### src/rtl/core_pkg.sv
// Shared core definitions: fetch state encoding, special opcodes, reset vector.
package core_pkg;

  localparam int unsigned FETCH_STATE_W = 3;
  typedef logic [FETCH_STATE_W-1:0] fetch_state_t;

  // Fetch states
  localparam fetch_state_t S_VLO  = 3'd0;
  localparam fetch_state_t S_VHI  = 3'd1;
  localparam fetch_state_t S_OP   = 3'd2;
  localparam fetch_state_t S_OPR1 = 3'd3;
  localparam fetch_state_t S_OPR2 = 3'd4;
  localparam fetch_state_t S_HOLD = 3'd5;

  // Opcodes whose length does not follow the cc/bbb grouping
  localparam logic [7:0] OP_BRK = 8'h00;
  localparam logic [7:0] OP_JSR = 8'h20;
  localparam logic [7:0] OP_RTI = 8'h40;
  localparam logic [7:0] OP_RTS = 8'h60;

  // Conditional branches: xxx10000
  localparam logic [7:0] BRANCH_MASK = 8'h1F;
  localparam logic [7:0] BRANCH_PAT  = 8'h10;

  localparam logic [15:0] DEFAULT_RESET_VEC = 16'hFFFC;

endpackage

### src/rtl/op_len_lut.sv
// Opcode -> instruction length (1..3 bytes). Shared with the decoder.
module op_len_lut
  import core_pkg::*;
(
  input  logic [7:0] op,
  output logic [1:0] len_c
);

  logic [2:0] bbb;
  assign bbb = op[4:2];

  // Length lookup: special opcodes, then branches, then cc/bbb groups.
  // cc=10 with bbb=100 has no defined addressing mode and is treated as 1 byte.
  always_comb begin
    len_c = 2'd1;
    if (op == OP_JSR) begin
      len_c = 2'd3;
    end else if (op == OP_BRK || op == OP_RTI || op == OP_RTS) begin
      len_c = 2'd1;
    end else if ((op & BRANCH_MASK) == BRANCH_PAT) begin
      len_c = 2'd2;
    end else begin
      case (op[1:0])
        2'b01: begin
          if (bbb == 3'b011 || bbb == 3'b110 || bbb == 3'b111) len_c = 2'd3;
          else                                                 len_c = 2'd2;
        end
        2'b11: len_c = 2'd1;
        default: begin
          case (bbb)
            3'b000, 3'b001, 3'b101: len_c = 2'd2;
            3'b011, 3'b111:         len_c = 2'd3;
            default:                len_c = 2'd1;
          endcase
        end
      endcase
    end
  end

endmodule

### src/rtl/opcode_fetch.sv
// Instruction fetch: reset vector load, opcode + operand fetch, bundle handshake
// to decode, PC redirect from execute.
// Optional: OPCODE_FETCH_PERF_EN adds perf_cycles / perf_insts counters.
module opcode_fetch
  import core_pkg::*;
#(
  parameter int unsigned         ADDR_W    = 16,
  parameter logic [ADDR_W-1:0]   RESET_VEC = ADDR_W'(DEFAULT_RESET_VEC)
) (
  input  logic              clk,
  input  logic              rst,
  output logic [ADDR_W-1:0] mem_addr,
  output logic              mem_rd,
  input  logic [7:0]        mem_rdata,
  input  logic              mem_ready,
  input  logic              redirect_valid,
  input  logic [ADDR_W-1:0] redirect_pc,
  output logic              inst_valid,
  input  logic              inst_ready,
  output logic [7:0]        inst_op,
  output logic [7:0]        inst_lo,
  output logic [7:0]        inst_hi,
  output logic [1:0]        inst_len,
  output logic [ADDR_W-1:0] inst_pc
`ifdef OPCODE_FETCH_PERF_EN
  ,
  output logic [31:0]       perf_cycles,
  output logic [31:0]       perf_insts
`endif
);

  localparam logic [ADDR_W-1:0] VEC_HI_ADDR = RESET_VEC + ADDR_W'(1);

  fetch_state_t      state, state_nxt;
  logic [ADDR_W-1:0] pc, pc_nxt, pc_inc, vec_pc;
  logic [ADDR_W-1:0] mem_addr_nxt;
  logic              mem_rd_nxt, inst_valid_nxt, rd_done;
  logic [7:0]        inst_op_nxt, inst_lo_nxt, inst_hi_nxt;
  logic [1:0]        inst_len_nxt, op_len;
  logic [ADDR_W-1:0] inst_pc_nxt;

  assign rd_done = mem_rd & mem_ready;
  assign pc_inc  = pc + ADDR_W'(1);
  assign vec_pc  = {(ADDR_W-8)'(mem_rdata), pc[7:0]};

  op_len_lut u_len (
    .op    (mem_rdata),
    .len_c (op_len)
  );

  // Next-state, next-PC and next-output logic; redirect overrides everything
  // outside the vector fetch, including a read completing in the same cycle.
  always_comb begin
    state_nxt      = state;
    pc_nxt         = pc;
    mem_addr_nxt   = mem_addr;
    mem_rd_nxt     = mem_rd;
    inst_valid_nxt = inst_valid;
    inst_op_nxt    = inst_op;
    inst_lo_nxt    = inst_lo;
    inst_hi_nxt    = inst_hi;
    inst_len_nxt   = inst_len;
    inst_pc_nxt    = inst_pc;

    if (redirect_valid && state != S_VLO && state != S_VHI) begin
      state_nxt      = S_OP;
      pc_nxt         = redirect_pc;
      mem_addr_nxt   = redirect_pc;
      mem_rd_nxt     = 1'b1;
      inst_valid_nxt = 1'b0;
    end else begin
      case (state)
        S_VLO: begin
          mem_rd_nxt   = 1'b1;
          mem_addr_nxt = RESET_VEC;
          if (rd_done) begin
            pc_nxt[7:0]  = mem_rdata;
            state_nxt    = S_VHI;
            mem_addr_nxt = VEC_HI_ADDR;
          end
        end
        S_VHI: begin
          if (rd_done) begin
            pc_nxt       = vec_pc;
            mem_addr_nxt = vec_pc;
            state_nxt    = S_OP;
          end
        end
        S_OP: begin
          if (rd_done) begin
            inst_op_nxt  = mem_rdata;
            inst_lo_nxt  = 8'h00;
            inst_hi_nxt  = 8'h00;
            inst_len_nxt = op_len;
            inst_pc_nxt  = pc;
            pc_nxt       = pc_inc;
            if (op_len > 2'd1) begin
              state_nxt    = S_OPR1;
              mem_addr_nxt = pc_inc;
            end else begin
              state_nxt      = S_HOLD;
              mem_rd_nxt     = 1'b0;
              inst_valid_nxt = 1'b1;
            end
          end
        end
        S_OPR1: begin
          if (rd_done) begin
            inst_lo_nxt = mem_rdata;
            pc_nxt      = pc_inc;
            if (inst_len == 2'd3) begin
              state_nxt    = S_OPR2;
              mem_addr_nxt = pc_inc;
            end else begin
              state_nxt      = S_HOLD;
              mem_rd_nxt     = 1'b0;
              inst_valid_nxt = 1'b1;
            end
          end
        end
        S_OPR2: begin
          if (rd_done) begin
            inst_hi_nxt    = mem_rdata;
            pc_nxt         = pc_inc;
            state_nxt      = S_HOLD;
            mem_rd_nxt     = 1'b0;
            inst_valid_nxt = 1'b1;
          end
        end
        S_HOLD: begin
          if (inst_ready) begin
            state_nxt      = S_OP;
            inst_valid_nxt = 1'b0;
            mem_rd_nxt     = 1'b1;
            mem_addr_nxt   = pc;
          end
        end
        default: begin
          state_nxt = S_VLO;
        end
      endcase
    end
  end

  // State, PC and registered outputs
  always_ff @(posedge clk or posedge rst) begin
    if (rst) begin
      state      <= S_VLO;
      pc         <= '0;
      mem_addr   <= '0;
      mem_rd     <= 1'b0;
      inst_valid <= 1'b0;
      inst_op    <= 8'h00;
      inst_lo    <= 8'h00;
      inst_hi    <= 8'h00;
      inst_len   <= 2'd0;
      inst_pc    <= '0;
    end else begin
      state      <= state_nxt;
      pc         <= pc_nxt;
      mem_addr   <= mem_addr_nxt;
      mem_rd     <= mem_rd_nxt;
      inst_valid <= inst_valid_nxt;
      inst_op    <= inst_op_nxt;
      inst_lo    <= inst_lo_nxt;
      inst_hi    <= inst_hi_nxt;
      inst_len   <= inst_len_nxt;
      inst_pc    <= inst_pc_nxt;
    end
  end

`ifdef OPCODE_FETCH_PERF_EN
  // Free-running cycle count and accepted-bundle count, both wrapping
  always_ff @(posedge clk or posedge rst) begin
    if (rst) begin
      perf_cycles <= 32'd0;
      perf_insts  <= 32'd0;
    end else begin
      perf_cycles <= perf_cycles + 32'd1;
      if (inst_valid && inst_ready) perf_insts <= perf_insts + 32'd1;
    end
  end
`endif

endmodule
### config.mk
export PLATFORM = sky130hd
export DESIGN_NAME = opcode_fetch
export DESIGN_NICKNAME = d
export VERILOG_FILES = /design/src/rtl/core_pkg.sv /design/src/rtl/op_len_lut.sv /design/src/rtl/opcode_fetch.sv
export SDC_FILE = /design/constraint.sdc
export NUM_CORES = 1
export LEC_CHECK = 0
export BUFFER_PORTS_ARGS = -buffer_cell sky130_fd_sc_hd__buf_2
export CAP_MARGIN = 10
export CORE_MARGIN = 3
export CORE_UTILIZATION = 25
export CTS_BUF_LIST = sky130_fd_sc_hd__clkbuf_2
export CTS_CLUSTER_DIAMETER = 30
export DETAILED_ROUTE_END_ITERATION = 6
export PLACE_DENSITY_LB_ADDON = 0.08
export SKIP_CTS_REPAIR_TIMING = 1
export SYNTH_ARGS = -nofsm -noshare
export SYNTH_HDL_FRONTEND = slang
export SYNTH_SLANG_ARGS = --single-unit
### constraint.sdc
create_clock -name clk -period 3.4 [get_ports clk]
set_clock_uncertainty 0.05 [all_clocks]
set_input_delay 0.34 -clock clk [delete_from_list [all_inputs] [get_ports clk]]
set_output_delay 0.34 -clock clk [all_outputs]
set_load 0.005 [all_outputs]
=== Yosys cells after proc, flatten, opt, wreduce, memory -nomap -nowiden ===
Cells that the tools add are included.

* Output and inout bits: 60
* Input port bits: 29
* Register bits: 79
* Word-level logic and storage cells: 127

* $lt $le $gt $ge: 1
* Reduce and logical (&&, ||, !) cells: 29
* Multiplexer cells: 50
* $add $sub $neg: 1
* Bitwise logic cells: 2
* Eq/ne operators: 33

{| class="wikitable"
|+ Operators by type and width
! cell !! number
|-
| $mux W16 || 10
|-
| $pmux W16 S5 || 1
|-
| $pmux W8 S2 || 3
|-
| $ne A3 B3 Y1 const B || 10
|-
| $mux W3 || 8
|-
| $pmux W8 S3 || 1
|-
| $reduce_and A7 Y1 || 3
|-
| $pmux W3 S6 || 1
|-
| $mux W1 || 17
|-
| $add A16 B1 Y16 const B || 1
|-
| $eq A8 B7 Y1 const B || 2
|-
| $mux W8 || 2
|-
| $eq A3 B3 Y1 const B || 5
|-
| $reduce_and A4 Y1 || 3
|-
| $reduce_bool A6 Y1 || 2
|-
| $eq A3 B2 Y1 const B || 3
|-
| $reduce_bool A3 Y1 || 3
|-
| $eq A8 B6 Y1 const B || 1
|-
| $logic_not A8 Y1 || 1
|-
| $ne A2 B2 Y1 const B || 4
|-
| $pmux W2 S2 || 2
|-
| $eq A3 B1 Y1 const B || 2
|-
| $logic_not A3 Y1 || 2
|-
| $mux W2 || 3
|-
| other kinds (17) || 26
|}

=== Logic depth before layout (Yosys ltp) ===
Gate-level depths: netlist of run 1.

* Depth in word-level cells: 13
* Depth in mapped cells: 8
* Mapped depth without buffers: 6

=== Hierarchy ===
From an unflattened synthesis of run 1, not the netlist that was laid out.

* Cells, all modules: 506
* Area total of the unflattened synthesis: 4548.1 um^2

{| class="wikitable"
|+ Modules (own cells, without submodules)
! module !! instances !! area each (um^2) !! cells each !! seq. area each (um^2)
|-
| opcode_fetch || 1 || 4460.5 || 495 || 1976.9
|-
| op_len_lut || 1 || 87.6 || 11 || 0.0
|}

=== Worst setup path after synthesis of run 1 ===
OpenSTA, ideal clock, no wires.

* Path type: input port to flip-flop
* From: in mem_rdata[4]
* To: reg mem_addr[0]
* Path slack: 1.179 ns
* Stages: 8
* Arrival time: 2.046 ns
* Data required time: 3.225 ns
* Cells stage by stage: buf_6 > or4_4 > a2111oi_4 > or4_1 > buf_6 > a31oi_4 > buf_6 > mux2_4

* Word-level cells in the longest chain between the ends: 11

{| class="wikitable"
|+ Ends and longest elaborated chain
! what !! line !! source
|-
| start: declaration || opcode_fetch.sv:14 || <nowiki>input logic [7:0] mem_rdata,</nowiki>
|-
| parallel branches: the longest is 7 deep, another holds $eq A3 B1 Y1 || - ||
|-
| $mux W2 * || op_len_lut.sv:16 || <nowiki>if (op == OP_JSR) begin</nowiki>
|-
| $gt A2 B1 Y1 * || opcode_fetch.sv:97 || <nowiki>if (op_len > 2'd1) begin</nowiki>
|-
| $ne A3 B3 Y1 (no source line) * || - ||
|-
| $reduce_and A7 Y1 (no source line) * || - ||
|-
| end signal: assignment || opcode_fetch.sv:161 || <nowiki>mem_addr <= mem_addr_nxt;</nowiki>
|-
| end: declaration || opcode_fetch.sv:12 || <nowiki>output logic [ADDR_W-1:0] mem_addr,</nowiki>
|}

Every way passes the cells marked *.
A chain may end at the register's enable or synchronous reset.

=== Final worst setup path of run 1 ===
* From: reg state[0]
* To: reg mem_addr[6]

* Word-level cells in the longest chain between the ends: 5

{| class="wikitable"
|+ Ends and longest elaborated chain
! what !! line !! source
|-
| start: declaration || opcode_fetch.sv:34 || <nowiki>fetch_state_t state, state_nxt;</nowiki>
|-
| start signal: assignment || opcode_fetch.sv:159 || <nowiki>state <= state_nxt;</nowiki>
|-
| $reduce_bool A3 Y1 || opcode_fetch.sv:65 || <nowiki>if (redirect_valid && state != S_VLO && state != S_VHI) begin</nowiki>
|-
| $logic_and A1 B1 Y1 (2 in a row) || opcode_fetch.sv:65 ||
|-
| $reduce_bool A6 Y1 (no source line) / $ne A3 B3 Y1 (equally long branches) || - ||
|-
| $reduce_and A7 Y1 (no source line) || - ||
|}

Several ways; a longest one is shown, not always the timed one.

==> results of run 1 <==
==> sequential cells by signal, summed over array words and instances (netlist names), 2 cells and up <==
register / flops
pc: 16
inst_pc: 16
inst_op: 8
inst_hi: 8
inst_lo: 8
inst_len: 2
state: 3
mem_addr: 16
==> power groups by stage <==
stage	registers [W]	clock network, W	logic, W
floorplan	0.00169	0	0.00210
global placement	0.00191	0	0.00292
detailed placement	0.00191	0	0.00293
CTS	0.00189	0.000577	0.00294
global route	0.00198	0.000613	0.00324
finish	0.00190	0.000552	0.00292
==> cells by family after synthesis <==
group | after synthesis | share of synthesized area
compound gates | 148 | 0.219
simple gates | 147 | 0.161
flops | 79 | 0.423
buf+inv | 56 | 0.0670
mux | 43 | 0.108
xor+xnor | 10 | 0.0188
fa+ha+maj | 1 | 0.00268
==> final cells by class <==
class,instances,area [um2]
Clock buffer,9,45.0
Multi-Input combinational cell,349,2380
Antenna cell,1,2.50
Clock inverter,7,72.6
Sequential cell,79,1980
Timing Repair Buffer,119,716
Tap cell,229,287
Inverter,15,57.6
Fill cell,1965,12600
==> layer usage <==
| metal | global-route usage | vias up | share of wire |
|---|---|---|---|
| li1 | - | 1963 | - |
| met4 | 0.0430 | 0 | 0.012 |
| met3 | 0.0295 | 13 | 0.053 |
| met1 | 0.240 | 2043 | 0.48 |
| met2 | 0.246 | 147 | 0.45 |
| met5 | 0 | - | 0 |
==> path summary, 6_finish.rpt <==
| check | end | from | slack (ns) |
|---|---|---|---|
| min reg2reg | inst_lo[2] | inst_lo[2] | 0.47 |
| max in group asynchronous | pc[4] | rst | 2.47 |
| max | mem_addr[6] | state[0] | 0.75 |
| max reg2reg | mem_addr[6] | state[0] | 0.75 |
| min in group asynchronous | inst_op[4] | rst | 0.15 |
| min | inst_lo[5] | mem_rdata[5] | -0.002 |
==> critical path, stage by stage, from the launching register on <==
cell	delay, ns
sky130_fd_sc_hd__dfrtp_1	0.58
sky130_fd_sc_hd__buf_4	0.25
sky130_fd_sc_hd__or4_1	0.69
sky130_fd_sc_hd__a31oi_4	0.58
sky130_fd_sc_hd__mux2_2	0.40
==> through the flow <==
stage / utilization / total power [W] / instances
2_1_floorplan: - / 0.00379 / 484
3_3_place_gp: 0.291 / 0.00483 / 778
3_5_place_dp: 0.291 / 0.00484 / 778
4_1_cts: 0.297 / 0.00541 / 794
5_1_grt: 0.305 / 0.00583 / 808
6_report: 0.305 / 0.00537 / 808
==> cell usage after synthesis (3+ instances only) <==
library cell	n	area, um2
sky130_fd_sc_hd__or4_1	3	22.5
sky130_fd_sc_hd__or2_2	4	25.0
sky130_fd_sc_hd__nor3_1	8	40.0
sky130_fd_sc_hd__a211o_1	3	26.3
sky130_fd_sc_hd__o22a_1	4	35.0
sky130_fd_sc_hd__nand4_1	5	31.3
sky130_fd_sc_hd__o21ai_0	27	135
sky130_fd_sc_hd__buf_2	3	15.0
sky130_fd_sc_hd__a31oi_1	12	75.1
sky130_fd_sc_hd__and4_1	3	26.3
sky130_fd_sc_hd__o2bb2ai_1	3	26.3
sky130_fd_sc_hd__o211ai_1	5	37.5
sky130_fd_sc_hd__o21a_1	3	22.5
sky130_fd_sc_hd__nand2b_1	7	43.8
sky130_fd_sc_hd__nand2_1	45	169
sky130_fd_sc_hd__xnor2_1	7	61.3
sky130_fd_sc_hd__buf_6	5	56.3
sky130_fd_sc_hd__a221o_1	4	40.0
sky130_fd_sc_hd__buf_4	3	22.5
sky130_fd_sc_hd__clkbuf_8	5	68.8
sky130_fd_sc_hd__mux2_2	32	360
sky130_fd_sc_hd__a22o_1	8	70.1
sky130_fd_sc_hd__a21oi_1	38	190
sky130_fd_sc_hd__a21o_1	5	37.5
sky130_fd_sc_hd__inv_1	15	56.3
sky130_fd_sc_hd__o221ai_1	3	26.3
sky130_fd_sc_hd__mux2i_1	4	40.0
sky130_fd_sc_hd__xor2_1	3	26.3
sky130_fd_sc_hd__mux2_4	7	105
sky130_fd_sc_hd__a211oi_1	4	30.0
sky130_fd_sc_hd__nand3_1	13	65.1
sky130_fd_sc_hd__nor2_1	30	113
sky130_fd_sc_hd__clkbuf_1	21	78.8
sky130_fd_sc_hd__buf_1	4	15.0
sky130_fd_sc_hd__o31ai_1	7	52.6
sky130_fd_sc_hd__nor4_1	5	31.3
sky130_fd_sc_hd__nor2b_1	5	31.3
sky130_fd_sc_hd__dfrtp_1	79	1980
==> results by stage, run 1 <==
GRT:
- Entering global routing, the biggest net connects 62 pins.
- The initial antenna violation count is 1.
- The via count of the first global-routing pass is approximately 4200.
- Summed over all layers, the global routing overflow is 0.
- The aggregate global-route resource usage is 0.163.
- The first global-routing pass estimated between 20000 and 30000 um of wire.

Final layout:
- The library cells used most frequently in the layout, excluding fill and tap cells, are sky130_fd_sc_hd__buf_2, sky130_fd_sc_hd__dfrtp_1, sky130_fd_sc_hd__nand2_1.
- The share of final-layout standard cells stronger than drive strength 1 is 0.308.
- The most common cell after layout, fill and taps aside is sky130_fd_sc_hd__buf_2.
- The area of all placed cells without fillers is 5540 um2.
- The net count of the finished layout is 603.
- Relative to the synthesized area, the layout overhead comes to 18.6%.

Hold path:
- The worst min-delay path category is input pin to flop.
- The worst hold path passes through 3 cells.

Logic synthesis:
- The number of warnings reported in the yosys synthesis log is 0.
- The number of storage elements in the synthesis netlist is 79.
- In the synthesized netlist the async set-or-reset flop fraction comes to 1.00.
- The post-synthesis instance area is between 4000 and 5000 um2.
- After synthesis, the mean cell area works out to approximately 9.6 um2.
- For this run, the leading register cell type out of synthesis is sky130_fd_sc_hd__dfrtp_1.
- Counting distinct cell types in the post-synthesis netlist gives 73.
- For this run, the register share of the synthesized area comes to 0.423.
- The net count of the mapped netlist is 514.
- Synthesis produced a netlist whose cell count is roughly 480.
- Counting flops with a built-in enable in the synthesized netlist gives 0.

Critical path:
- The data required time at the worst endpoint is roughly 3.9 ns.
- In this run the worst path has a maximum fanout of 14.
- The start-to-end type of the worst setup path is flop to flop.
- Data arrives at the worst endpoint at 3.11 ns.
- The kind of end point of the critical path is a flop.
- The count of cells along the worst register-to-register path is 4.
- The worst setup path is launched from a flop.

Routing:
- After detailed routing, the number of vias per cell comes to just over 5.
- The final layout contains routed wiring with a total length of between 15000 and 20000 um.
- The first detailed-routing pass took 5 iterations.
- The via count of the routed design is roughly 4200.
- The routed length per placed instance is ~20 um.
- The number of routed nets with antenna violations is 0.
- The starting DRC count in detailed routing is around 330.
- In the routed design, unresolved DRC markers number 0.

Clock network:
- TritonCTS built the clock tree.
- Counting along the longest clock path gives a buffer depth of 2.
- The CTS buffer count is 9.
- The clock latency at the later pin of the worst-skew pair is slightly above 0.6 ns.
- The maximum level of the CTS H-tree is 3.
- The register clock-pin slew on the reported worst setup and hold paths is 0.24 ns.
- The clock root buffer master is sky130_fd_sc_hd__clkbuf_2.
- The clock net in this run drives a total of 79 sinks.

Power:
- Of the total power, the share spent switching nets is 0.452.
- The analysis attributes to net switching a power of 0.00243 W.
- The worst voltage drop across the vdd grid is 0.273 mV.
- The share of power burned in the clock network is 0.103.
- The sequential group share of total power is 0.353.
- The share of total power dissipated in combinational logic is 0.544.
- The leakage power summed over all cells is about 2.4 nW.
- The internal portion of the total power is around 0.0029 W.
- Power spread over the standard cell area amounts to just under 1000 nW/um2.

Timing:
- Setup slack on the critical path of the routed design comes to approximately 0.75 ns.
- The final number of max-transition violations was 0.
- The worst hold slack is -0.00243 ns.
- The worst path in the final design needs a cycle of 2.65 ns, including I/O delays and setup.
- The final count of negative-setup-slack endpoints is 0.
- In this run the tightest slew margin relative to its limit is 0.232.
- The actual transition at the worst max-transition pin is roughly 1.1 ns.
- Setup repair after global routing left no endpoint under its margin.
- Setup total negative slack on the finished layout was measured at 0 ns.
- The final-report hold violation count is 1.
- For this run, the top clock speed supported by timing is ~0.38 GHz.
- Of the available clock period, the critical path in the final layout requires 0.780.

Floorplanning:
- The floorplan die height is roughly 140 um.
- After floorplanning, the core was sized to cover about 18000 um2.
- The full die area is slightly above 20000 um2.
- The starting density of the core is 0.257.
- The number of I/O pins is 89.
- The initialized floorplan defines between 40 and 50 standard-cell rows.
- The die is about 140 um wide.

Run status:
- The flow ran to the end, but the final reports show violations.
- The final reports fail on negative hold slack.

Place:
- At the placement stage, the worst setup path has a slack of 0.680 ns.
- Summed over all nets, the half-perimeter wirelength after detailed placement is 11800 um.
- The congestion estimate from routability-driven global placement came to between 0.8 and 0.9.
- The count of input and output buffers is between 80 and 90.
- In this run the cell area measured after placement is 5280 um2.

Run:
- The count of maximum capacitance violations is 0.
(Power assumes the default switching activity.)
==> run 2, diff against run 1 <==
--- a/config.mk
+++ b/config.mk
@@ -5,6 +5,7 @@
 export SDC_FILE = /design/constraint.sdc
 export NUM_CORES = 1
 export LEC_CHECK = 0
+export ABC_AREA = 1
 export BUFFER_PORTS_ARGS = -buffer_cell sky130_fd_sc_hd__buf_2
 export CAP_MARGIN = 10
 export CORE_MARGIN = 3
==> constraint.sdc (replaced) <==
create_clock -name clk -period 2.4 [get_ports clk]
set_clock_uncertainty 0.05 [all_clocks]
set_input_delay 0.24 -clock clk [delete_from_list [all_inputs] [get_ports clk]]
set_output_delay 0.24 -clock clk [all_outputs]
set_load 0.005 [all_outputs]
==> run 2 against run 1 <==
  * The flow still finishes with violations (negative hold slack)
  * Via count grew 7.6%
  * Worst setup slack lost 0.58 ns
  * Core utilization grew 2.0 points
  * Hold slack lost 0.024 ns
  * Largest cell class unchanged
  * Power grew 48%
  * Largest power group unchanged
  * Critical path type unchanged
  * Wire length grew 2.3%
==> results by stage, run 2 <==
Floorplanning:
- The die covers between 15000 and 20000 um2.
- The area of the placeable core is approximately 17000 um2.
- The standard-cell row count is between 40 and 50.
- The chip width is 138 um.
- The starting density of the core is 0.260.
- The die is 138 um tall.
- The number of I/O pins is 89.

Routing:
- The routed length per placed instance is 17.6 um.
- The average via count per standard cell is 4.74.
- For this block, the via count after detailed routing is about 4500.
- The routed wire length is about 17000 um.
- The post-detailed-route DRC marker count is 0.
- The number of detailed-routing iterations run before antenna repair is 4.
- The number of routed nets with antenna violations is 0.
- After the first detailed-routing iteration, the DRC count stood at around 320.

GRT:
- The first global-routing pass estimated ~26000 um of wire.
- The maximum number of pins on one net before global-route repair is between 40 and 50.
- The via count of the first global-routing pass is 4374.
- The initial antenna violation count is 1.
- The remaining global-route overflow is 0.
- Across every metal layer, demand over resource in global routing totals 0.175.

Hold path:
- In this run the most critical hold path is launched from redirect_pc[7].
- The path with the worst hold slack has its endpoint at pc[7].
- The number of cells on the worst hold path is 5.
- The worst min-delay path category is input pin to flop.

Run:
- Max-cap violations in this run came to 0.

Timing:
- The worst hold slack is -0.0269 ns.
- The relative max-transition margin is 0.517.
- The final-report hold violation count was 1.
- The share of the cycle needed by the critical path after routing is 0.929.
- Setup total negative slack on the finished layout was measured at 0 ns.
- The final number of max-transition violations is 0.
- After layout, the minimum clock period comes to 2.23 ns.
- The maximum clock rate is approximately 0.45 GHz.
- Setup repair after global routing left no endpoint under its margin.
- Setup violations remaining at the end of the flow were counted as 0.
- At the pin with the least slew margin, the transition time is 0.724 ns.

Logic synthesis:
- The mean area per synthesized cell is about 7.3 um2.
- Ranked by total cell area, the synthesized netlist is headed by sky130_fd_sc_hd__dfrtp_1, sky130_fd_sc_hd__nand2_1, sky130_fd_sc_hd__o21ai_0, sky130_fd_sc_hd__nand3_1, sky130_fd_sc_hd__nor2_1.
- The net count of the mapped netlist is 631.
- The count of flip-flops with a built-in enable after synthesis is 0.
- Sorting the synthesized cells by how often they occur yields sky130_fd_sc_hd__nand2_1, sky130_fd_sc_hd__dfrtp_1, sky130_fd_sc_hd__o21ai_0.
- After synthesis the cells add up to between 4000 and 5000 um2.
- The portion of the post-synthesis area used by sequential elements is 0.451.
- Synthesis inferred 79 register bits.
- Synthesis produced a netlist whose cell count is roughly 600.
- Among all flip-flop cells after synthesis, the most frequent one is sky130_fd_sc_hd__dfrtp_1.
- The async set-or-reset flop fraction in the synthesized netlist is 1.00.
- The number of warnings reported in the yosys synthesis log is 0.
- The proportion of netlist area held by the largest area contributor is 0.451.
- The biggest area contributor in the post-synthesis netlist is sky130_fd_sc_hd__dfrtp_1.
- The most common cell in the netlist is sky130_fd_sc_hd__nand2_1.
- The number of distinct library cells after synthesis is 33.

Clock network:
- The clock reaches the later pin of the worst-skew pair after around 0.58 ns.
- CTS saw 79 sinks.
- The maximum level of the CTS H-tree is 3.
- In this run the clock root is driven by a sky130_fd_sc_hd__clkbuf_2.
- The register clock-pin slew on the reported worst setup and hold paths is ~0.24 ns.
- The number of clock buffers added by TritonCTS is 9.
- The TritonCTS clock tree is built.
- The maximum buffer depth of the clock tree is 2.

Run status:
- The final reports fail on negative hold slack.
- The flow ran to the end, but the final reports show violations.

Final layout:
- The largest registers in the layout are inst_pc: 16 flops, mem_addr: 16 flops, pc: 16 flops.
- The count of non-filler cells in the finished layout is 946.
- In the layout the commonest cells are sky130_fd_sc_hd__nand2_1, sky130_fd_sc_hd__buf_2, sky130_fd_sc_hd__dfrtp_1.
- The most common cell after layout, fill and taps aside is sky130_fd_sc_hd__nand2_1.
- Of the cells placed in the final design, the portion with a size suffix greater than 1 is 0.209.
- The growth of design area from synthesis to finish is 25.2%.
- The layout net count is 748.

Power:
- For this design the ratio of total power to cell area is approximately 1400 nW/um2.
- The cell-internal power is between 0.003 and 0.004 W.
- Of the total power, the share spent switching nets is 0.501.
- The relative contribution of combinational cells to total power is 0.583.
- The share of power burned in the clock network is 0.108.
- The leakage power summed over all cells is roughly 2.9 nW.
- The share of total power dissipated in sequential elements is 0.309.
- The analysis attributes to net switching a power of 0.00399 W.
- The worst voltage drop across the vdd grid is between 0.4 and 0.5 mV.

Place:
- Routability-driven placement finished with a final weighted congestion of just over 0.9.
- The final HPWL from detailed placement is ~13000 um.
- The placed instance count is approximately 900.
- Buffers placed on the I/O ports in this run total 88.

Critical path:
- The worst setup path is of the flop to flop kind.
- The kind of end point of the critical path is a flop.
- The worst register-to-register path ends at pc[12].
- The slack of the worst reg-to-reg path is 0.17 ns.
- The data required time at the worst endpoint is roughly 2.8 ns.
- The data arrival at the endpoint of the critical path is approximately 2.7 ns.
- The worst setup path is launched from a flop.
- In this run the critical register-to-register path is launched from state[2].
- The highest net fanout along the worst path is 9.
- The count of cells along the worst register-to-register path is 11.
==> run 2: cell families (layout without fill, tap and decap cells) <==
logic type	after synthesis	count (layout)	synth area share
multiplexers	1	1	0.00257
XOR/XNOR	4	4	0.00799
AO/OA/AOI/OAI	134	134	0.159
other	0	3	0
adder cells (fa/ha/maj)	1	1	0.00285
buffers and inverters	76	198	0.0751
flip-flops	79	79	0.451
AND/OR/NAND/NOR	306	306	0.302
==> run 2: critical path: stages (launching register included) <==
cell and delay (ns):
sky130_fd_sc_hd__dfrtp_1 0.50, sky130_fd_sc_hd__inv_2 0.10, sky130_fd_sc_hd__nand2_2 0.14, sky130_fd_sc_hd__buf_4 0.17, sky130_fd_sc_hd__nand2_4 0.06, sky130_fd_sc_hd__inv_4 0.12
sky130_fd_sc_hd__nor2_1 0.09, sky130_fd_sc_hd__nand2_2 0.10, sky130_fd_sc_hd__nand3_2 0.26, sky130_fd_sc_hd__inv_2 0.28, sky130_fd_sc_hd__nand2_1 0.08, sky130_fd_sc_hd__o21a_1 0.18
==> run 2: per-stage QoR <==
| stage | power (W) | worst slack, ns | area, um2 | utilization |
|---|---|---|---|---|
| after floorplan | 0.00525 | 0.0866 | 4380 | - |
| after global placement | 0.00712 | 0.196 | 5200 | 0.308 |
| after detailed placement | 0.00712 | 0.145 | 5200 | 0.308 |
| after CTS | 0.00801 | 0.0772 | 5330 | 0.316 |
| after global routing | 0.00875 | 0.0119 | 5490 | 0.325 |
| final | 0.00796 | 0.170 | 5490 | 0.325 |
==> run 2: layout make-up <==
class	count	area (um2)
clock buffer	10	50.0
clock inverter	6	83.8
timing repair buffer	125	795
inverter	57	218
sequential	79	1980
fill	1901	11400
multi-input combinational	446	2080
tap	220	275
antenna	3	7.51
==> run 2: how the worst max path moves through the flow <==
stage | startpoint | end | slack, ns | cells past startpoint
2_1_floorplan | rst | inst_hi[0] | 0.09 | 1
3_3_place_gp | state[0] | pc[12] | 0.20 | 10
3_5_place_dp | state[0] | mem_addr[3] | 0.14 | 9
4_1_cts | state[0] | mem_addr[5] | 0.08 | 9
5_1_grt | state[1] | pc[12] | 0.01 | 9
6_report | state[2] | pc[12] | 0.17 | 11
==> run 2: power by group through the flow <==
stage | clock [W] | combinational [W] | sequential [W]
after global placement | 0 | 0.00464 | 0.00249
after detailed placement | 0 | 0.00463 | 0.00249
after floorplan | 0 | 0.00284 | 0.00241
after CTS | 0.000899 | 0.00465 | 0.00246
after global routing | 0.000948 | 0.00525 | 0.00255
final | 0.000862 | 0.00464 | 0.00246
==> run 2: per-layer routing <==
layer | track usage | share of wire
met1 | 0.255 | 0.48
met2 | 0.256 | 0.43
met3 | 0.0359 | 0.059
met4 | 0.0608 | 0.027
met5 | 0 | 0
==> run 3, diff against run 2 <==
--- a/config.mk
+++ b/config.mk
@@ -14,7 +14,9 @@
 export CTS_CLUSTER_DIAMETER = 30
 export DETAILED_ROUTE_END_ITERATION = 6
 export PLACE_DENSITY_LB_ADDON = 0.08
+export RECOVER_POWER = 50
 export SKIP_CTS_REPAIR_TIMING = 1
+export SLEW_MARGIN = 0
 export SYNTH_ARGS = -nofsm -noshare
 export SYNTH_HDL_FRONTEND = slang
 export SYNTH_SLANG_ARGS = --single-unit
==> run 3 against run 2 <==
  * The run ends with negative hold slack, max-capacitance violations, max-slew violations left
  * Cell area is 0.48% lower
  * Worst setup slack better by 0.011 ns
  * Flip-flop and latch count stayed put
  * Fmax is 0.51% higher
  * Largest cell class unchanged
  * Highest routed layer unchanged
==> results by stage, run 3 (synthesis gave the netlist of run 2 again) <==
Run status:
- The run finished, with violations left.
- The checks that failed: negative hold slack, max-capacitance violations, max-slew violations.

Hold path:
- The worst min-delay path category is input pin to flop.
- The hold-critical path endpoint is pc[7].
- In this run the most critical hold path is launched from redirect_pc[7].
- The number of cells on the worst hold path is 5.

Clock network:
- The count of clock tree sinks is 79.
- The clock root buffer master is sky130_fd_sc_hd__clkbuf_2.
- The clock passes through at most 2 buffers.
- The number of clock buffers added by TritonCTS is 9.
- The clock latency at the later pin of the worst-skew pair is about 0.58 ns.
- The maximum level of the CTS H-tree is 3.
- The TritonCTS clock tree is built.
- The register clock-pin slew on the reported worst setup and hold paths is approximately 0.24 ns.

Floorplanning:
- From left edge to right edge, the die measures roughly 140 um.
- The number of I/O pins is 89.
- The die is ~140 um tall.
- The area of the placeable core is 16900 um2.
- The die covers between 15000 and 20000 um2.
- The starting density of the core is 0.260.
- Row generation in the floorplan step produced 47 rows.

Critical path:
- The end of the worst register-to-register path is pc[12].
- In this run the register-to-register setup slack is roughly 0.18 ns.
- The startpoint identified for the worst register-to-register timing path is state[2].
- STA classifies the critical path endpoint as a flop.
- In this run the worst path has a maximum fanout of 9.
- For the worst setup path, the data required time is roughly 2.8 ns.
- For the worst setup path, the data arrival time is 2.65 ns.
- The start-to-end type of the worst setup path is flop to flop.
- The count of cells along the worst register-to-register path is 11.
- The worst setup path is launched from a flop.

GRT:
- In the global route stage, overall resource usage came out at 0.175.
- The via count of the first global-routing pass is 4374.
- Summed over all layers, the global routing overflow is 0.
- The initial antenna violation count is 1.
- Entering global routing, the biggest net connects between 40 and 50 pins.
- The first global-routing pass estimated roughly 26000 um of wire.

Timing:
- Setup repair after global routing left no endpoint under its margin.
- The final number of max-transition violations came to 38.
- The sum of negative setup slack is 0 ns.
- Setup violations remaining at the end of the flow were counted as 0.
- The relative max-transition margin is -0.232.
- For the pin with the worst max-slew slack, the measured transition is 1.84 ns.
- The worst path in the final design needs a cycle of 2.22 ns, including I/O delays and setup.
- The maximum clock rate is 0.451 GHz.
- The tightest hold path in the finished design has a slack of -0.0259 ns.
- The share of the cycle needed by the critical path after routing is 0.924.
- The final-report hold violation count is 1.

Routing:
- The starting DRC count in detailed routing is between 300 and 400.
- The average via count per standard cell is between 4 and 5.
- The post-detailed-route DRC marker count is 0.
- For this run, the detailed router's first-pass iteration total came to 5.
- Wires add up to 16700 um.
- The routed layout has between 4000 and 5000 vias.
- Once detail routing completed, the nets flagged for antenna violations numbered 0.
- The routed length per placed instance is 17.7 um.

Final layout:
- With fillers left out, the area of the finished cells amounts to 5460 um2.
- Leaving out fill and tap cells, the most frequent cells in the layout are sky130_fd_sc_hd__nand2_1, sky130_fd_sc_hd__dfrtp_1, sky130_fd_sc_hd__o21ai_0.
- The most common cell after layout, fill and taps aside is sky130_fd_sc_hd__nand2_1.
- The largest registers in the layout are inst_pc: 16 flops, mem_addr: 16 flops, pc: 16 flops.
- The final layout contains approximately 750 nets.
- Fill cells in the final layout number approximately 1900.
- The share of final-layout standard cells stronger than drive strength 1 is 0.185.
- The growth of design area from synthesis to finish is 24.6%.

Power:
- Overall power consumption after layout is estimated at around 0.008 W.
- Summed over all cells, the static leakage comes to 2.79 nW.
- The worst voltage drop across the vdd grid is 0.479 mV.
- The power density relative to cell area is ~1500 nW/um2.

Place:
- The final HPWL from detailed placement is 12900 um.
- The routability-driven placement congestion ratio is a little over 0.9.
- The count of buffers added on input and output ports is between 80 and 90.
- The standard cell area after detailed placement is slightly above 5000 um2.

Run:
- The count of maximum capacitance violations is 1.
run 3: changes by cell type in the layout (fill, tap and decap cells not counted):
cell                         delta
sky130_fd_sc_hd__clkinvlp_2     +1
sky130_fd_sc_hd__clkbuf_1      +17
sky130_fd_sc_hd__clkinv_2       -1
sky130_fd_sc_hd__buf_2         -15
sky130_fd_sc_hd__buf_4          -2
run 3: layout make-up:
| class | count | area [um2] | area share |
|---|---|---|---|
| multi-input cells | 446 | 2080 | 0.381 |
| clock buffers | 10 | 50.0 | 0.00916 |
| repair buffers | 125 | 768 | 0.141 |
| diodes | 3 | 7.51 | 0.00137 |
| flip-flops and latches | 79 | 1980 | 0.362 |
| inverters | 57 | 218 | 0.0399 |
| well taps | 220 | 275 | 0.0504 |
| clock inverters | 6 | 83.8 | 0.0153 |
run 3: worst max-delay path by stage:
stage                     startpoint          end  slack (ns)  depth (start not counted)
final                       state[2]       pc[12]        0.18                         11
after global routing        state[1]       pc[12]        0.01                          9
after CTS                   state[0]  mem_addr[5]        0.08                          9
after detailed placement    state[0]  mem_addr[3]        0.14                          9
after global placement      state[0]       pc[12]        0.20                         10
after floorplan                  rst   inst_hi[0]        0.09                          1
run 3: power by group:
group          total (W)  internal, W  switching [W]
logic            0.00460      0.00162        0.00298
clock network   0.000861     0.000346       0.000515
registers        0.00247      0.00197       0.000493
total            0.00793      0.00394        0.00399
run 3: worst max-delay path: stages (launching register included):
cell	delay, ns
sky130_fd_sc_hd__dfrtp_1	0.50
sky130_fd_sc_hd__inv_2	0.10
sky130_fd_sc_hd__nand2_2	0.13
sky130_fd_sc_hd__buf_4	0.17
sky130_fd_sc_hd__nand2_4	0.06
sky130_fd_sc_hd__inv_4	0.12
sky130_fd_sc_hd__nor2_1	0.09
sky130_fd_sc_hd__nand2_2	0.10
sky130_fd_sc_hd__nand3_2	0.26
sky130_fd_sc_hd__inv_2	0.27
sky130_fd_sc_hd__nand2_1	0.08
sky130_fd_sc_hd__o21a_1	0.18
run 3: per-stage QoR:
stage / cells / utilization / worst slack, ns / hold WS [ns]
2_1_floorplan: 601 / - / 0.0866 / 0.367
6_report: 946 / 0.324 / 0.181 / -0.0259
3_5_place_dp: 913 / 0.308 / 0.145 / 0.332
5_1_grt: 946 / 0.324 / 0.0119 / 0.00500
4_1_cts: 929 / 0.316 / 0.0772 / -0.380
3_3_place_gp: 913 / 0.308 / 0.196 / 0.318
run 3: layer usage:
metal  part of all wire  global-route usage  vias up
met5                  0                   0        -
met4              0.028              0.0608        0
li1                   -                   -     2213
met2               0.43               0.256      138
met3              0.051              0.0359       27
met1               0.49               0.255     2092
